`src/rtl/seg7_pkg.sv`:
```
`default_nettype none
// ---------------------------------------------------------------------------
// seg7_pkg
// Shared seven-segment pattern constants (active-low gfedcba) and helpers
// used by the capture monitor and the display self-test.
// Revision: 1.0 - initial release
// ---------------------------------------------------------------------------
package seg7_pkg;

  // Active-low gfedcba patterns for hex digits 0..F
  localparam logic [6:0] SEG_0     = 7'h40;
  localparam logic [6:0] SEG_1     = 7'h79;
  localparam logic [6:0] SEG_2     = 7'h24;
  localparam logic [6:0] SEG_3     = 7'h30;
  localparam logic [6:0] SEG_4     = 7'h19;
  localparam logic [6:0] SEG_5     = 7'h12;
  localparam logic [6:0] SEG_6     = 7'h02;
  localparam logic [6:0] SEG_7     = 7'h78;
  localparam logic [6:0] SEG_8     = 7'h00;
  localparam logic [6:0] SEG_9     = 7'h10;
  localparam logic [6:0] SEG_A     = 7'h08;
  localparam logic [6:0] SEG_B     = 7'h03;
  localparam logic [6:0] SEG_C     = 7'h46;
  localparam logic [6:0] SEG_D     = 7'h21;
  localparam logic [6:0] SEG_E     = 7'h06;
  localparam logic [6:0] SEG_F     = 7'h0E;
  localparam logic [6:0] SEG_BLANK = 7'h7F;

  // Decimal point lives in bit 7 of the segment bus; segments are lit low
  localparam int   SEG_DP = 7;
  localparam logic SEG_ON = 1'b0;

  // Forward encode, the inverse of the capture decoder
  function automatic logic [6:0] seg_encode(input logic [3:0] hex);
    logic [6:0] pat;
    case (hex)
      4'h0:    pat = SEG_0;
      4'h1:    pat = SEG_1;
      4'h2:    pat = SEG_2;
      4'h3:    pat = SEG_3;
      4'h4:    pat = SEG_4;
      4'h5:    pat = SEG_5;
      4'h6:    pat = SEG_6;
      4'h7:    pat = SEG_7;
      4'h8:    pat = SEG_8;
      4'h9:    pat = SEG_9;
      4'hA:    pat = SEG_A;
      4'hB:    pat = SEG_B;
      4'hC:    pat = SEG_C;
      4'hD:    pat = SEG_D;
      4'hE:    pat = SEG_E;
      default: pat = SEG_F;
    endcase
    return pat;
  endfunction

endpackage : seg7_pkg
`default_nettype wire

```
`src/rtl/seg7_pattern_decode.sv`:
```
`default_nettype none
// ---------------------------------------------------------------------------
// seg7_pattern_decode
// Combinational 7-bit active-low segment pattern to {hit, hex, blank}.
// hit   : pattern is one of the sixteen hex glyphs
// blank : pattern has every segment dark
// Revision: 1.0 - initial release
// ---------------------------------------------------------------------------
module seg7_pattern_decode
  import seg7_pkg::*;
(
  input  logic [6:0] pattern,
  output logic       hit,
  output logic [3:0] hex,
  output logic       blank
);

  // Glyph lookup; anything outside the table reports a miss with hex 0
  always_comb begin
    hit = 1'b1;
    hex = 4'h0;
    case (pattern)
      SEG_0:   hex = 4'h0;
      SEG_1:   hex = 4'h1;
      SEG_2:   hex = 4'h2;
      SEG_3:   hex = 4'h3;
      SEG_4:   hex = 4'h4;
      SEG_5:   hex = 4'h5;
      SEG_6:   hex = 4'h6;
      SEG_7:   hex = 4'h7;
      SEG_8:   hex = 4'h8;
      SEG_9:   hex = 4'h9;
      SEG_A:   hex = 4'hA;
      SEG_B:   hex = 4'hB;
      SEG_C:   hex = 4'hC;
      SEG_D:   hex = 4'hD;
      SEG_E:   hex = 4'hE;
      SEG_F:   hex = 4'hF;
      default: begin
        hit = 1'b0;
        hex = 4'h0;
      end
    endcase
  end

  assign blank = (pattern == SEG_BLANK);

endmodule : seg7_pattern_decode
`default_nettype wire

```
`src/rtl/seg7_scan_capture.sv`:
```
`default_nettype none
// ---------------------------------------------------------------------------
// seg7_scan_capture
// Receive-side monitor for a multiplexed seven-segment bus. Samples the
// segment lines and active-low digit enables, waits for STABLE_CNT identical
// qualifying samples, then decodes the glyph back to hex + DP per digit.
// Build option: SEG7_SCAN_CAPTURE_BLANK_EN - an all-dark glyph commits as a
// blank digit (clears DigitValid) instead of raising Err.
// Revision: 1.0 - initial release
// ---------------------------------------------------------------------------
module seg7_scan_capture
  import seg7_pkg::*;
#(
  parameter int NUM_DIGITS = 4,
  parameter int STABLE_CNT = 4
) (
  input  logic                    Clk,
  input  logic                    nRst,
  input  logic [7:0]              SSeg,
  input  logic [NUM_DIGITS-1:0]   An,
  input  logic                    ErrClr,
  output logic [4*NUM_DIGITS-1:0] HexOut,
  output logic [NUM_DIGITS-1:0]   DPOut,
  output logic [NUM_DIGITS-1:0]   DigitValid,
  output logic                    Update,
  output logic [2:0]              UpdIdx,
  output logic                    Err
);

  localparam int             CNT_W   = $clog2(STABLE_CNT + 1);
  localparam logic [CNT_W-1:0] CNT_MAX = CNT_W'(STABLE_CNT);
  localparam logic [CNT_W-1:0] CNT_ONE = CNT_W'(1);

`ifdef SEG7_SCAN_CAPTURE_BLANK_EN
  localparam logic BLANK_EN = 1'b1;
`else
  localparam logic BLANK_EN = 1'b0;
`endif

  // Sample stage
  logic [7:0]            sseg_s_q, sseg_s_d;
  logic [NUM_DIGITS-1:0] an_s_q, an_s_d;

  // Stability tracking
  logic [CNT_W-1:0] cnt_q, cnt_d;
  logic [7:0]       ref_seg_q, ref_seg_d;
  logic [2:0]       ref_idx_q, ref_idx_d;

  // Committed outputs
  logic [4*NUM_DIGITS-1:0] hex_q, hex_d;
  logic [NUM_DIGITS-1:0]   dp_q, dp_d;
  logic [NUM_DIGITS-1:0]   valid_q, valid_d;
  logic                    upd_q, upd_d;
  logic [2:0]              upd_idx_q, upd_idx_d;
  logic                    err_q, err_d;

  // Combinational helpers
  logic [3:0] low_cnt;
  logic [2:0] sel_idx;
  logic       qual;
  logic       same;
  logic       commit;
  logic       dec_hit;
  logic [3:0] dec_hex;
  logic       dec_blank;
  logic       blank_ok;

  assign sseg_s_d = SSeg;
  assign an_s_d   = An;

  // One-hot check of the sampled enables and encode of the selected digit
  always_comb begin
    low_cnt = 4'd0;
    sel_idx = 3'd0;
    for (int i = 0; i < NUM_DIGITS; i++) begin
      if (an_s_q[i] == 1'b0) begin
        low_cnt = low_cnt + 4'd1;
        sel_idx = 3'(i);
      end
    end
  end

  assign qual = (low_cnt == 4'd1);
  assign same = (sel_idx == ref_idx_q) && (sseg_s_q == ref_seg_q);

  seg7_pattern_decode u_decode (
    .pattern (sseg_s_q[6:0]),
    .hit     (dec_hit),
    .hex     (dec_hex),
    .blank   (dec_blank)
  );

  assign blank_ok = BLANK_EN & dec_blank;

  // Stability counter: restart on any new digit/pattern, saturate at the target
  always_comb begin
    cnt_d     = cnt_q;
    ref_seg_d = ref_seg_q;
    ref_idx_d = ref_idx_q;
    commit    = 1'b0;
    if (!qual) begin
      cnt_d = '0;
    end else if (same && (cnt_q != '0)) begin
      if (cnt_q != CNT_MAX) begin
        cnt_d = cnt_q + CNT_ONE;
      end
      // Fires once, on the step that lands on the target
      commit = (cnt_q == (CNT_MAX - CNT_ONE));
    end else begin
      cnt_d     = CNT_ONE;
      ref_seg_d = sseg_s_q;
      ref_idx_d = sel_idx;
    end
  end

  // Commit a stable glyph into the per-digit readback registers or flag it
  always_comb begin
    hex_d     = hex_q;
    dp_d      = dp_q;
    valid_d   = valid_q;
    upd_d     = 1'b0;
    upd_idx_d = upd_idx_q;
    err_d     = err_q & ~ErrClr;
    if (commit) begin
      if (dec_hit || blank_ok) begin
        for (int i = 0; i < NUM_DIGITS; i++) begin
          if (3'(i) == sel_idx) begin
            hex_d[4*i +: 4] = dec_hit ? dec_hex : 4'h0;
            dp_d[i]         = (sseg_s_q[SEG_DP] == SEG_ON);
            valid_d[i]      = dec_hit;
          end
        end
        upd_d     = 1'b1;
        upd_idx_d = sel_idx;
      end else begin
        // A new error outranks a simultaneous clear
        err_d = 1'b1;
      end
    end
  end

  // Input sample stage
  always_ff @(posedge Clk or negedge nRst) begin
    if (!nRst) begin
      sseg_s_q <= '0;
      an_s_q   <= '0;
    end else begin
      sseg_s_q <= sseg_s_d;
      an_s_q   <= an_s_d;
    end
  end

  // Stability tracking and committed output state
  always_ff @(posedge Clk or negedge nRst) begin
    if (!nRst) begin
      cnt_q     <= '0;
      ref_seg_q <= '0;
      ref_idx_q <= '0;
      hex_q     <= '0;
      dp_q      <= '0;
      valid_q   <= '0;
      upd_q     <= 1'b0;
      upd_idx_q <= '0;
      err_q     <= 1'b0;
    end else begin
      cnt_q     <= cnt_d;
      ref_seg_q <= ref_seg_d;
      ref_idx_q <= ref_idx_d;
      hex_q     <= hex_d;
      dp_q      <= dp_d;
      valid_q   <= valid_d;
      upd_q     <= upd_d;
      upd_idx_q <= upd_idx_d;
      err_q     <= err_d;
    end
  end

  assign HexOut     = hex_q;
  assign DPOut      = dp_q;
  assign DigitValid = valid_q;
  assign Update     = upd_q;
  assign UpdIdx     = upd_idx_q;
  assign Err        = err_q;

endmodule : seg7_scan_capture
`default_nettype wire

```
`config.mk`:
```
export PLATFORM = sky130hd
export DESIGN_NAME = seg7_scan_capture
export DESIGN_NICKNAME = d
export VERILOG_FILES = /design/src/rtl/seg7_pkg.sv /design/src/rtl/seg7_pattern_decode.sv /design/src/rtl/seg7_scan_capture.sv
export SDC_FILE = /design/constraint.sdc
export NUM_CORES = 1
export LEC_CHECK = 0
export BUFFER_PORTS_ARGS = -buffer_cell sky130_fd_sc_hd__clkbuf_2
export CORE_MARGIN = 3
export CORE_UTILIZATION = 45
export DETAILED_ROUTE_END_ITERATION = 7
export GPL_ROUTABILITY_DRIVEN = 0
export HOLD_SLACK_MARGIN = 0.15
export PLACE_DENSITY = 0.66
export SETUP_SLACK_MARGIN = 0.05
export SYNTH_ARGS = -nofsm -noshare
export SYNTH_HDL_FRONTEND = slang
export SYNTH_SLANG_ARGS = --single-unit
```
`constraint.sdc`:
```
create_clock -name Clk -period 4.8 [get_ports Clk]
set_input_delay 0.24 -clock Clk [delete_from_list [all_inputs] [get_ports Clk]]
set_output_delay 0.24 -clock Clk [all_outputs]
set_load 0.02 [all_outputs]
```
# Word-level counts from Yosys, hierarchy flattened
# Cells that the tools add are included.
dict set report word_totals {
  reg_bits 55
  latch_bits 0
  ramBits 0
  mem_bits_ro 0
  input_bits 15
  out_inout_bits 29
  n_memories 0
}
dict set report op_classes {
  add_sub_neg 4
  multipliers 0
  n_div 0
  magnitude_cmp 0
  eq_ne 24
  shift 0
  n_mux 18
  bitwise 4
  n_reduce_logical 12
}
# operator count
set ops {}
lappend ops {{one-hot mux 4 bit (15 select lines)} 1}
lappend ops {{equality test 7 bit, second input constant} 4}
lappend ops {{equality test 7 x 5 -> 1 bit, second input constant} 3}
lappend ops {{equality test 7 x 6 -> 1 bit, second input constant} 3}
lappend ops {{OR reduction 16 bit} 1}
lappend ops {{equality test 7 x 2 -> 1 bit, second input constant} 2}
lappend ops {{equality test 7 x 4 -> 1 bit, second input constant} 2}
lappend ops {{adder 4 x 1 -> 4 bit, second input constant} 3}
lappend ops {{two-way mux 3 bit} 4}
lappend ops {{two-way mux 4 bit} 3}
lappend ops {{AND reduction 3 bit} 4}
lappend ops {{two-way mux 1 bit} 9}
lappend ops {{equality test 8 bit} 1}
lappend ops {{equality test 7 x 3 -> 1 bit, second input constant} 1}
lappend ops {{logical NOT 7 bit} 1}
lappend ops {{equality test 2 x 3 -> 1 bit, first input constant} 2}
lappend ops {{equality test 4 x 1 -> 1 bit, second input constant} 1}
lappend ops {{AND reduction 2 bit} 2}
lappend ops {{adder 3 x 1 -> 3 bit, second input constant} 1}
lappend ops {{equality test 1 x 3 -> 1 bit, first input constant} 1}
lappend ops {{equality test 3 x 2 -> 1 bit, second input constant} 1}
lappend ops {{equality test 3 bit} 1}
lappend ops {{logical NOT 3 bit} 1}
lappend ops {{inequality test 3 x 2 -> 1 bit, second input constant} 1}
lappend ops {{6 further kinds} 9}

# Logic depth before layout (Yosys ltp)
dict set report logic_depth {
  depth_word 10
  mapped_depth 12
}

# Hierarchy
# From an unflattened synthesis, not the netlist that was laid out.
dict set report unflattened {
  cells_unflattened 216
  area_unflattened_um2 2622.5
}
# module n_inst cells_per_inst area_each_um2 seq_area_each_um2
set modules_own_cells {}
lappend modules_own_cells {seg7_scan_capture 1 160 2283.4 1326.3}
lappend modules_own_cells {seg7_pattern_decode 1 56 339.1 0.0}

# Least setup slack after synthesis
# No wires, ideal clock.
dict set report synth_timing {
  path_type {register to register}
  from {reg an_s_q[1]}
  to {reg upd_idx_q[0], in the netlist UpdIdx[0]}
  setup_time_ns 0.125
  t_arrival_ns 2.427
  slack_ns 2.248
  path_stages_with_launch 11
  n_path_buf 0
  period_less_slack_ns 2.552
  path_cell_list {dfrtp_1 inv_1 ha_1 xnor2_1 ha_1 nor3b_1 a31oi_1 o32ai_2 and2_1 nand3_1 mux2_2}
}
dict set report synth_between {
  elab_chain_len 9
}
# element line
set synth_lines {}
lappend synth_lines {{from (decl)} seg7_scan_capture.sv:42} ;# logic [NUM_DIGITS-1:0] an_s_q, an_s_d;
lappend synth_lines {{from (signal assigned)} seg7_scan_capture.sv:149} ;# an_s_q <= an_s_d;
lappend synth_lines {{branches (longest 9 deep; another with adder 4 x 1 -> 4 bit)} n/a}
lappend synth_lines {{to (signal assigned)} seg7_scan_capture.sv:173} ;# upd_idx_q <= upd_idx_d;
lappend synth_lines {{to (decl)} seg7_scan_capture.sv:54} ;# logic [2:0] upd_idx_q, upd_idx_d;
# Parallel ways; which one is timed is not known.
# A chain may end at the register's enable or synchronous reset.

# Worst setup path in the final report
dict set report layout_timing {
  from {reg an_s_q[1]}
  to {reg ref_seg_q[5]}
}
dict set report layout_between {
  elab_chain_len 8
}
# element line
set layout_lines {}
lappend layout_lines {{branches (longest 7 deep; another with adder 4 x 1 -> 4 bit)} n/a}
lappend layout_lines {{AND reduction 2 bit (no source line) (*)} n/a}
lappend layout_lines {{to (signal assigned)} seg7_scan_capture.sv:167} ;# ref_seg_q <= ref_seg_d;
lappend layout_lines {{to (decl)} seg7_scan_capture.sv:46} ;# logic [7:0] ref_seg_q, ref_seg_d;
# Mark *: on every way between the ends.

==> impl_metrics.json <==
{
  "outcome": "finished clean",
  "yosys.area.top_type": "dfrtp_1",
  "finalSetupViolCount": 0,
  "p_leak_uw": 0.00153,
  "initial_core_util_pct": 46.8,
  "rows": 27,
  "cts-htree-levels": 2,
  "crit_fanout": 11,
  "timing.reg2reg.setup_slack_ps": 1860,
  "grt_antenna_before_repair": 0,
  "track_usage_pct": 15.0,
  "cp_data_required_time_ps": 5010,
  "relSlewSlack_pct": 56.3,
  "antenna_cells": 0,
  "fill_cells": 515,
  "slew_viol_final": 0,
  "place_inst": 327,
  "die-height_um": 82.2,
  "wl_per_cell_um": 13.8,
  "period_share_pct": 61.2,
  "grt_pass1_wl_um": 7620,
  "ios": 44,
  "pre_cts_slack_ps": 1870,
  "synth_top_area_share_pct": 50.8,
  "viasPerCell": 5.18,
  "layout_common_cells": "dfrtp_1, clkbuf_2, mux2_2",
  "tightest_slew_ps": 656,
  "async_flop_share_pct": 100,
  "first_global_vias": 1560,
  "holdBufCountCts": 14,
  "drt_first_iter_violations": 48,
  "path_clk_slew_ps": 110,
  "cts_setup_buffers": 0,
  "synth_nets": 246,
  "postLayoutCoreUtil_pct": 55.5,
  "dp_hpwl_um": 3340,
  "coreArea_um2": 5570,
  "skew_ps": 14.8,
  "ant_nets": 0,
  "cts_tree": "done",
  "synth-seq-cells": 53,
  "holdWs_ps": 474,
  "reg2reg_from": "an_s_q[1]",
  "fin_ws_ps": 1860,
  "hold_class": "register to register",
  "drv_cap": 0,
  "r2r_cells": 9,
  "grt_setup_unrepaired": "false",
  "power_density_nw_per_um2": 304,
  "critPathKind": "register to register",
  "die_area_um2": 6750,
  "cp-end-kind": "register",
  "cts-root-buf": "clkbuf_8",
  "startpoint_type": "register",
  "synthFlopType": "dfrtp_1",
  "io_buffers": 42,
  "avgSynthCellArea_um2": 11.6,
  "holdPathEnd": "DigitValid[2]",
  "clockBufferDepth": 2,
  "ys_warn_count": 0,
  "hold_depth": 1,
  "synth_area_leaders": "dfrtp_1, mux2_2, xnor2_1",
  "final_cell_count_no_fill": 349,
  "synth_edf_count": 0,
  "vias": 1808,
  "drtPass1Iterations": 4,
  "fin_crit_ps": 2940,
  "crit_arrival_ps": 3150,
  "syn_to_final_growth_pct": 18.5,
  "worstHoldStart": "DigitValid[2]",
  "overflow": 0,
  "yosysSeqAreaShare_pct": 50.8,
  "finalNetCount": 297,
  "setup_tns_ps": 0,
  "syn_inst": 225,
  "grt_max_degree": 54,
  "cts_inserted_buffers": 5,
  "finalHoldViolCount": 0,
  "clock_latency_ps": 320,
  "max_clock_freq_mhz": 340,
  "synth_cell_types": 45,
  "ir_drop_v": 0.000128,
  "drc": 0,
  "clock-sinks": 53,
  "die-width_um": 82.2,
  "cts.repair.resized": 0,
  "final_common_cell": "dfrtp_1",
  "r2r_end": "ref_seg_q[5]",
  "wirelength_um": 4820,
  "drive_gt1_share_pct": 30.0,
  "syn_area_um2": 2610
}
[cells by family after synthesis]
kind of cell	count (synthesis)	synth area share (%)
xor gates and xnor gates	13	4.36
adders and majority gates	6	2.88
buffers and inverters	25	4.03
other	1	0.144
AOI/OAI and AO/OA	31	7.86
DFF	53	50.8
muxes	31	13.1
and+or+nand+nor	65	16.8
[cell type report]
cell class | instances | area, um2 | area share, %
multi-input cells | 147 | 1180 | 38.1
flip-flops and latches | 53 | 1330 | 42.9
clock inverters | 3 | 25.0 | 0.809
well taps | 72 | 90.1 | 2.91
repair buffers | 57 | 358 | 11.6
inverters | 12 | 45.0 | 1.46
clock buffers | 5 | 68.8 | 2.23
[state kept, by name, indices dropped and copies added, names as in the netlist]
register    flops
DigitValid      4
sseg_s_q        8
Update          1
an_s_q          4
UpdIdx          2
DPOut           4
Err             1
ref_seg_q       8
cnt_q           3
ref_idx_q       2
HexOut         16
[per-layer routing]
| metal | up-vias | global-route usage, % | share of wire [%] | wire (um) |
|---|---|---|---|---|
| met1 | 866 | 21.4 | 50 | 2410 |
| li1 | 895 | - | - | - |
| met2 | 40 | 22.3 | 44 | 2120 |
| met5 | - | 0 | 0 | 0 |
| met4 | 0 | 4.98 | 1.4 | 69 |
| met3 | 7 | 3.69 | 4.4 | 214 |
[power by group]
part / total [uW] / internal (uW) / switching (uW) / leakage, uW
combinational: 155 / 82.4 / 72.5 / 0.000799
sequential: 526 / 484 / 41.5 / 0.000689
clock: 261 / 107 / 154 / 0.0000452
total: 941 / 673 / 268 / 0.00153
[cell usage after synthesis (2+ instances only)]
master,number
dfrtp_1,53
mux2_2,25
inv_1,12
nand2_1,12
xnor2_1,11
o21ai_0,9
a21oi_1,7
nand2b_1,7
buf_2,6
clkbuf_1,6
ha_1,6
nor2_1,6
mux2i_1,5
nand3_1,5
nand4_2,5
and3_1,4
nand4_1,3
o31a_1,3
a211oi_1,2
a21boi_0,2
a31oi_1,2
and2_1,2
and4b_1,2
nand3b_1,2
nor3_1,2
nor3b_1,2
nor4_1,2
nor4b_1,2
nor4bb_1,2
o31ai_1,2
xor2_1,2
[stage by stage]
stage	total power, uW	instance area, um2
global placement	676	2860
CTS	955	3090
floorplan	644	2610
detailed placement	681	2860
global route	996	3090
finish	941	3090
[critical path: stages, from the launching register on]
cell	delay (ps)
dfrtp_1	420
inv_1	70
ha_1	320
xnor2_1	170
ha_1	250
nor3b_1	220
a31oi_1	90
o32ai_2	480
nand2b_1	420
mux2_1	420
[how the worst max path moves through the flow]
stage	from	to	slack (ps)	cells past startpoint
after floorplan	an_s_q[1]	UpdIdx[0]	2250	10
after global placement	an_s_q[1]	ref_seg_q[5]	1970	9
after detailed placement	an_s_q[1]	ref_seg_q[5]	1870	9
after CTS	an_s_q[1]	ref_seg_q[5]	1860	9
after global routing	an_s_q[1]	ref_seg_q[5]	1680	9
final	an_s_q[1]	ref_seg_q[5]	1860	9
Note: power is estimated with default switching activity, not from simulation.
